===== src/rtl/wb_stream_fifo.sv =====
// Wishbone-slave write port feeding a valid/ready stream FIFO, with a status/control register.
// Define WB_STREAM_FIFO_LEVEL_IRQ_EN to build the threshold/irq_en registers and level interrupt.
module wb_stream_fifo #(
    parameter int DEPTH = 16,
    parameter int AW    = $clog2(DEPTH)
) (
    input  logic        clk_clk,
    input  logic        reset_reset_n,
    input  logic        wb_adr_i,
    input  logic [31:0] wb_dat_i,
    output logic [31:0] wb_dat_o,
    input  logic        wb_we_i,
    input  logic [3:0]  wb_sel_i,
    input  logic        wb_stb_i,
    output logic        wb_ack_o,
    output logic        m_valid,
    output logic [31:0] m_data,
    input  logic        m_ready,
    output logic        irq
);

    localparam logic [AW:0] FULL_CNT = (AW+1)'(DEPTH);

    logic [31:0]   r_mem [DEPTH];
    logic [AW-1:0] r_wr_ptr;
    logic [AW-1:0] r_rd_ptr;
    logic [AW:0]   r_count;
    logic          r_ack;
    logic [31:0]   r_dat_o;
    logic          r_ovf;
    logic          r_selerr;

    logic [AW:0]   w_count_next;
    logic          w_accept;
    logic          w_empty;
    logic          w_full;
    logic          w_pop;
    logic          w_data_wr;
    logic          w_ctrl_wr;
    logic          w_push;
    logic          w_flush;
    logic [31:0]   w_head;
    logic [31:0]   w_status;

    // The ack itself blocks acceptance, so a held strobe is served every other cycle.
    assign w_accept  = reset_reset_n && wb_stb_i && !r_ack;
    assign w_empty   = (r_count == '0);
    assign w_full    = (r_count == FULL_CNT);
    assign w_pop     = !w_empty && m_ready;
    assign w_data_wr = w_accept && wb_we_i && !wb_adr_i;
    assign w_ctrl_wr = w_accept && wb_we_i && wb_adr_i;
    assign w_push    = w_data_wr && (wb_sel_i == 4'hF) && (!w_full || w_pop);
    assign w_flush   = w_ctrl_wr && wb_dat_i[0];
    assign w_head    = r_mem[r_rd_ptr];

    assign m_valid   = !w_empty;
    assign m_data    = w_head;
    assign wb_ack_o  = r_ack;
    assign wb_dat_o  = r_dat_o;

`ifdef WB_STREAM_FIFO_LEVEL_IRQ_EN
    logic [7:0] r_thresh;
    logic       r_irq_en;
    logic       r_irq;
    logic [8:0] w_count9;

    assign w_count9 = 9'(w_count_next);
    assign irq      = r_irq;

    always_ff @(posedge clk_clk) begin
        if (!reset_reset_n) begin
            r_thresh <= '0;
            r_irq_en <= 1'b0;
            r_irq    <= 1'b0;
        end else begin
            if (w_ctrl_wr && wb_sel_i[2]) r_thresh <= wb_dat_i[23:16];
            if (w_ctrl_wr && wb_sel_i[3]) r_irq_en <= wb_dat_i[24];
            // Level compare uses the post-edge count so irq tracks count without lag.
            r_irq <= r_irq_en && (w_count9 <= {1'b0, r_thresh});
        end
    end
`else
    assign irq = 1'b0;
`endif

    always_comb begin
        w_status        = '0;
        w_status[AW:0]  = r_count;
        w_status[9]     = w_empty;
        w_status[10]    = w_full;
        w_status[11]    = r_ovf;
        w_status[12]    = r_selerr;
`ifdef WB_STREAM_FIFO_LEVEL_IRQ_EN
        w_status[23:16] = r_thresh;
        w_status[24]    = r_irq_en;
`endif
    end

    always_comb begin
        w_count_next = r_count;
        if (w_flush) begin
            w_count_next = '0;
        end else if (w_push && !w_pop) begin
            w_count_next = r_count + 1'b1;
        end else if (w_pop && !w_push) begin
            w_count_next = r_count - 1'b1;
        end
    end

    always_ff @(posedge clk_clk) begin
        if (w_push) r_mem[r_wr_ptr] <= wb_dat_i;
    end

    always_ff @(posedge clk_clk) begin
        if (!reset_reset_n) begin
            r_wr_ptr <= '0;
            r_rd_ptr <= '0;
            r_count  <= '0;
            r_ack    <= 1'b0;
            r_dat_o  <= '0;
            r_ovf    <= 1'b0;
            r_selerr <= 1'b0;
        end else begin
            r_ack   <= w_accept;
            r_count <= w_count_next;
            if (w_accept && !wb_we_i) begin
                r_dat_o <= wb_adr_i ? w_status : (w_empty ? 32'h0 : w_head);
            end
            // Flush overrides any stream pop landing on the same edge.
            if (w_flush) begin
                r_wr_ptr <= '0;
                r_rd_ptr <= '0;
            end else begin
                if (w_push) r_wr_ptr <= r_wr_ptr + 1'b1;
                if (w_pop)  r_rd_ptr <= r_rd_ptr + 1'b1;
            end
            if (w_data_wr && (wb_sel_i == 4'hF) && w_full && !w_pop) r_ovf <= 1'b1;
            else if (w_ctrl_wr && wb_sel_i[1] && wb_dat_i[11])       r_ovf <= 1'b0;
            if (w_data_wr && (wb_sel_i != 4'hF))                     r_selerr <= 1'b1;
            else if (w_ctrl_wr && wb_sel_i[1] && wb_dat_i[12])       r_selerr <= 1'b0;
        end
    end

endmodule


===== config.mk =====
export PLATFORM = sky130hd
export DESIGN_NAME = wb_stream_fifo
export DESIGN_NICKNAME = d
export VERILOG_FILES = /design/src/rtl/wb_stream_fifo.sv
export SDC_FILE = /design/constraint.sdc
export NUM_CORES = 1
export LEC_CHECK = 0
export BUFFER_PORTS_ARGS = -buffer_cell sky130_fd_sc_hd__buf_2
export CAP_MARGIN = 20
export CORE_ASPECT_RATIO = 0.8
export CORE_MARGIN = 2
export CORE_UTILIZATION = 30
export DETAILED_ROUTE_END_ITERATION = 7
export SETUP_SLACK_MARGIN = 0.5
export SLEW_MARGIN = 0
export SYNTH_ARGS = -nofsm -noshare
export SYNTH_HDL_FRONTEND = slang
export SYNTH_SLANG_ARGS = --single-unit

===== constraint.sdc =====
create_clock -name clk_clk -period 11.4 [get_ports clk_clk]
set_clock_uncertainty 0.1 [all_clocks]
set_input_delay 2.28 -clock clk_clk [delete_from_list [all_inputs] [get_ports clk_clk]]
set_output_delay 2.28 -clock clk_clk [all_outputs]
set_load 0.01 [all_outputs]

==> impl.org <==
** Setup path
- Traced cell by cell, the critical path runs through buf_4, mux4_2, a22oi_1, nand2_1, buf_2.
- Data arrives at the worst endpoint at 3730 ps.
- The worst setup path is launched from a flip-flop.
- The slowest stage of the critical path belongs to the cell sky130_fd_sc_hd__dfxtp_4.
- The worst setup path is of the flip-flop to output pin kind.
- Largest fanout on the critical path :: 46
- Crit end category :: output pin
- Data on the critical path is required at its endpoint by 9020 ps.
- For this run, the slowest stage of the critical path takes 990 ps.

** Detailed routing
- After the first detailed-routing iteration, the DRC count stood at 998.
- Drt wl/cell :: 23.4 µm
- Router iterations before antenna repair :: 4
- Total DRC errors in the routed layout :: 0
- The routed layout has 10500 vias.
- In this run the remaining antenna-violating nets after routing total 0.
- Summed over all layers, the routed wires come to 49.9 mm.
- Number of vias per cell :: 4.91

** Cells and area
- Area growth, synth to finish :: 17.8%
- Registers take 0.0164 mm².
- Area occupied by multi-input gates :: 0.00468 mm²
- Fill cells in the final layout number 6535.
- Finished Cell Area :: 0.0251 mm²
- # nets final :: 1206
- Core occupancy in the finished layout :: 35.6%
- The count of cells in the finished layout, fillers not included, comes to 2135.
- Fraction of final layout cells with drive strength greater than 1 :: 31.3%

** Worst hold path
- Type of the tightest min-delay check :: flip-flop to flip-flop

** Clock tree
- CTS Sinks :: 564
- Clock insertion delay at the later pin of the skew report :: 620 ps
- H-tree levels :: 2
- The clock passes through at most 3 buffers.
- Once the clock tree was built, the resizer swapped 0 gates to a different size.
- The tree is rooted in a sky130_fd_sc_hd__clkbuf_16.
- Number of CTS-inserted buffers :: 58
- The number of hold buffers added after CTS was 0.
- Clock-pin slew was measured on the worst setup and hold paths at 70 ps.
- After clock tree synthesis, the setup repair step added 0 buffers.
- TritonCTS clock tree :: built

** Flow run
- Max-cap violations in this run came to 0.

** Floorplan
- In this run the standard cell core region covers 0.0703 mm².
- For this configuration, the core starts out at a cell density of 30.3%.
- From bottom edge to top edge, the die measures 242 µm.
- The floorplan has 87 rows.
- The die covers 0.0731 mm².
- From left edge to right edge, the die measures 302 µm.
- Num ports :: 109

** Place
- Half-perimeter wire length of the detailed placement result :: 28.6 mm
- The congestion estimate from routability-driven global placement came to 0.713.
- Summing all placed instances gives a cell area of 0.0231 mm².
- Count of buffers from port buffering :: 107
- Cell total after placement :: 2027

** Synthesis
- Summed over its instances, the top area cell type makes up 72.2% of the synthesized netlist area.
- Synth area leaders :: sky130_fd_sc_hd__edfxtp_1, sky130_fd_sc_hd__mux4_2, sky130_fd_sc_hd__dfxtp_1, sky130_fd_sc_hd__a22oi_1, sky130_fd_sc_hd__a22o_1
- The synthesized design contains 564 register bits.
- Synthesized area divided by synthesized cell count :: 20.9 µm²
- The number of nets handed over by synthesis was 1070.
- In this run, distinct cell masters in the synthesized netlist total 40.
- The cell count after synthesis came out at 1018.
- After synthesis, flip-flops and latches occupy 77.1% of the total area.
- The cell area that synthesis handed to floorplanning was 0.0213 mm².
- The largest total area in the synthesized netlist belongs to sky130_fd_sc_hd__edfxtp_1.
- Yosys Warn Count :: 0

** Power and ir drop
- Total power divided by cell area :: 190 mW/mm²
- Leakage dissipation :: 7.97 nW
- Peak supply drop :: 0.112 mV

** GRT
- Total GRT Usage :: 13.6%
- Entering global routing, the biggest net connects 61 pins.
- Total congestion overflow after global routing :: 0
- Vias in the first global route :: 10600
- Antenna violations before repair :: 1
- Wire length of the first global-routing pass :: 73.3 mm

** Timing
- Setup repair after global routing missed its margin :: false
- Final count of hold timing violations :: 0
- For the final routed database, the setup TNS stands at 0 ps.
- Period Utilization, post-route :: 53.6%
- The worst pin sits at a relative slew slack of 26.4%.
- Timing would allow up to 0.164 GHz.
- Final setup vio count :: 0
- Worst-margin pin slew :: 1100 ps
- The max-slew violation count is 0.
- Worst hold slack :: 368 ps
- Counting I/O delays and the setup requirement, the final critical path takes 6110 ps.

** Outcome
- The run finished with clean final reports.
-- per-stage QoR --
stage / power, W / setup slack (ps)
floorplan: 0.00274 / 5500
detailed placement: 0.00293 / 5710
finish: 0.00477 / 5290
global route: 0.00496 / 4950
CTS: 0.00483 / 5030
global placement: 0.00291 / 5700
-- layout by cell type, fill, tap and decap left out, types with 2 or more instances in the layout --
master	Yosys	final
sky130_fd_sc_hd__and3_1	3	3
sky130_fd_sc_hd__dfxtp_4	0	2
sky130_fd_sc_hd__nor2_1	33	20
sky130_fd_sc_hd__bufinv_16	0	7
sky130_fd_sc_hd__buf_4	10	21
sky130_fd_sc_hd__or3_1	2	2
sky130_fd_sc_hd__clkinvlp_4	0	7
sky130_fd_sc_hd__clkinv_8	0	2
sky130_fd_sc_hd__buf_16	0	4
sky130_fd_sc_hd__nand2_1	51	51
sky130_fd_sc_hd__ha_1	9	9
sky130_fd_sc_hd__nor3_2	0	4
sky130_fd_sc_hd__nand2b_1	2	2
sky130_fd_sc_hd__o211ai_1	2	2
sky130_fd_sc_hd__clkinv_2	0	10
sky130_fd_sc_hd__nand3_1	8	8
sky130_fd_sc_hd__buf_2	9	107
sky130_fd_sc_hd__xor2_1	5	5
sky130_fd_sc_hd__clkinv_1	0	9
sky130_fd_sc_hd__a22oi_1	65	65
sky130_fd_sc_hd__nor3_1	6	2
sky130_fd_sc_hd__nor2b_4	0	3
sky130_fd_sc_hd__nor2_4	0	13
sky130_fd_sc_hd__inv_1	5	5
sky130_fd_sc_hd__clkbuf_16	0	59
sky130_fd_sc_hd__a21oi_1	15	15
sky130_fd_sc_hd__dfxtp_1	52	50
sky130_fd_sc_hd__mux4_2	128	128
sky130_fd_sc_hd__buf_12	0	3
sky130_fd_sc_hd__xnor2_1	2	2
sky130_fd_sc_hd__o21ai_0	2	2
sky130_fd_sc_hd__nor2b_1	10	7
sky130_fd_sc_hd__a22o_1	29	29
sky130_fd_sc_hd__edfxtp_1	512	512
sky130_fd_sc_hd__nand4_1	3	3
sky130_fd_sc_hd__clkbuf_1	34	11
-- synth_stat cells --
cell,instances
sky130_fd_sc_hd__nand4b_1,1
sky130_fd_sc_hd__a32oi_1,1
sky130_fd_sc_hd__buf_2,9
sky130_fd_sc_hd__dfxtp_1,52
sky130_fd_sc_hd__inv_2,1
sky130_fd_sc_hd__a22o_1,29
sky130_fd_sc_hd__nor4_1,1
sky130_fd_sc_hd__o21ai_0,2
sky130_fd_sc_hd__fa_1,1
sky130_fd_sc_hd__and3_1,3
sky130_fd_sc_hd__nand4_1,3
sky130_fd_sc_hd__ha_1,9
sky130_fd_sc_hd__nand3b_1,1
sky130_fd_sc_hd__buf_4,10
sky130_fd_sc_hd__a22oi_1,65
sky130_fd_sc_hd__xnor2_1,2
sky130_fd_sc_hd__mux2i_1,1
sky130_fd_sc_hd__nor3b_2,1
sky130_fd_sc_hd__nand2_1,51
sky130_fd_sc_hd__nand3_1,8
sky130_fd_sc_hd__o21a_1,1
sky130_fd_sc_hd__nor3_1,6
sky130_fd_sc_hd__mux2_2,1
sky130_fd_sc_hd__a21o_1,1
sky130_fd_sc_hd__and3b_1,1
sky130_fd_sc_hd__o211ai_1,2
sky130_fd_sc_hd__edfxtp_1,512
sky130_fd_sc_hd__mux4_2,128
sky130_fd_sc_hd__buf_6,5
sky130_fd_sc_hd__a21oi_1,15
sky130_fd_sc_hd__or3_1,2
sky130_fd_sc_hd__nor2_1,33
sky130_fd_sc_hd__nor2b_1,10
sky130_fd_sc_hd__nand2b_1,2
sky130_fd_sc_hd__buf_1,1
sky130_fd_sc_hd__inv_1,5
sky130_fd_sc_hd__and2_1,2
sky130_fd_sc_hd__clkbuf_1,34
sky130_fd_sc_hd__conb_1,1
sky130_fd_sc_hd__xor2_1,5
-- area by class of cell --
cell class / instances / share of cell area [%]
diodes: 1 / 0.00998
clock buffers: 70 / 6.06
clock inverters: 36 / 1.53
inverters: 6 / 0.0899
multi-input cells: 389 / 18.7
flip-flops and latches: 564 / 65.5
well taps: 934 / 4.66
repair buffers: 135 / 3.44
-- report_power, final --
part           total (W)  switching [W]  internal, W  leakage, nW
Clock            0.00189       0.000789      0.00110        0.907
Sequential       0.00232      0.0000464      0.00227         5.02
Combinational   0.000559       0.000299     0.000260         2.04
-- layer usage --
layer | GRT usage, % | wire length, µm | up-vias
met4 | 3.28 | 847 | 2
met1 | 19.9 | 22900 | 5623
li1 | - | - | 4488
met3 | 2.36 | 2740 | 60
met5 | 0 | 20 | -
met2 | 21.1 | 23300 | 310
-- flip-flops by register name, summed over array words and instances (netlist names), named ones only --
signal and flops:
r_count 5, r_mem 512, r_ovf 1, r_rd_ptr 4, r_selerr 1, r_wr_ptr 4, wb_ack_o 1, wb_dat_o 32
-- final timing paths --
path	start	endpoint	slack (ps)	cells past startpoint
min reg2reg	wb_dat_o[25]$_SDFFE_PN0P_	wb_dat_o[25]$_SDFFE_PN0P_	370	1
max	flip-flop	m_data[8]	5290	5
max reg2reg	r_count[0]$_SDFFE_PP0P_	r_count[4]$_SDFFE_PP0P_	7690	12
min	wb_dat_o[25]$_SDFFE_PN0P_	wb_dat_o[25]$_SDFFE_PN0P_	370	1
-- worst max-delay path: cells and delay by family (launching register included) --
family          cells  cell delay [ps]
compound gates      1              350
buf+inv             2              920
flops               1              990
mux                 1              600
simple gates        1              170
-- kinds of logic (layout without fill, tap and decap cells) --
kind of cell,after synthesis,in the layout,share of synthesized area [%]
buffers and inverters,65,247,1.55
xor gates and xnor gates,7,7,0.288
muxes,130,130,13.6
and+or+nand+nor,125,125,2.66
other,1,2,0.0176
adders and majority gates,10,10,0.623
DFF,564,564,77.1
AOI/OAI and AO/OA,116,116,4.07
Power figures use the tool's default switching activity.
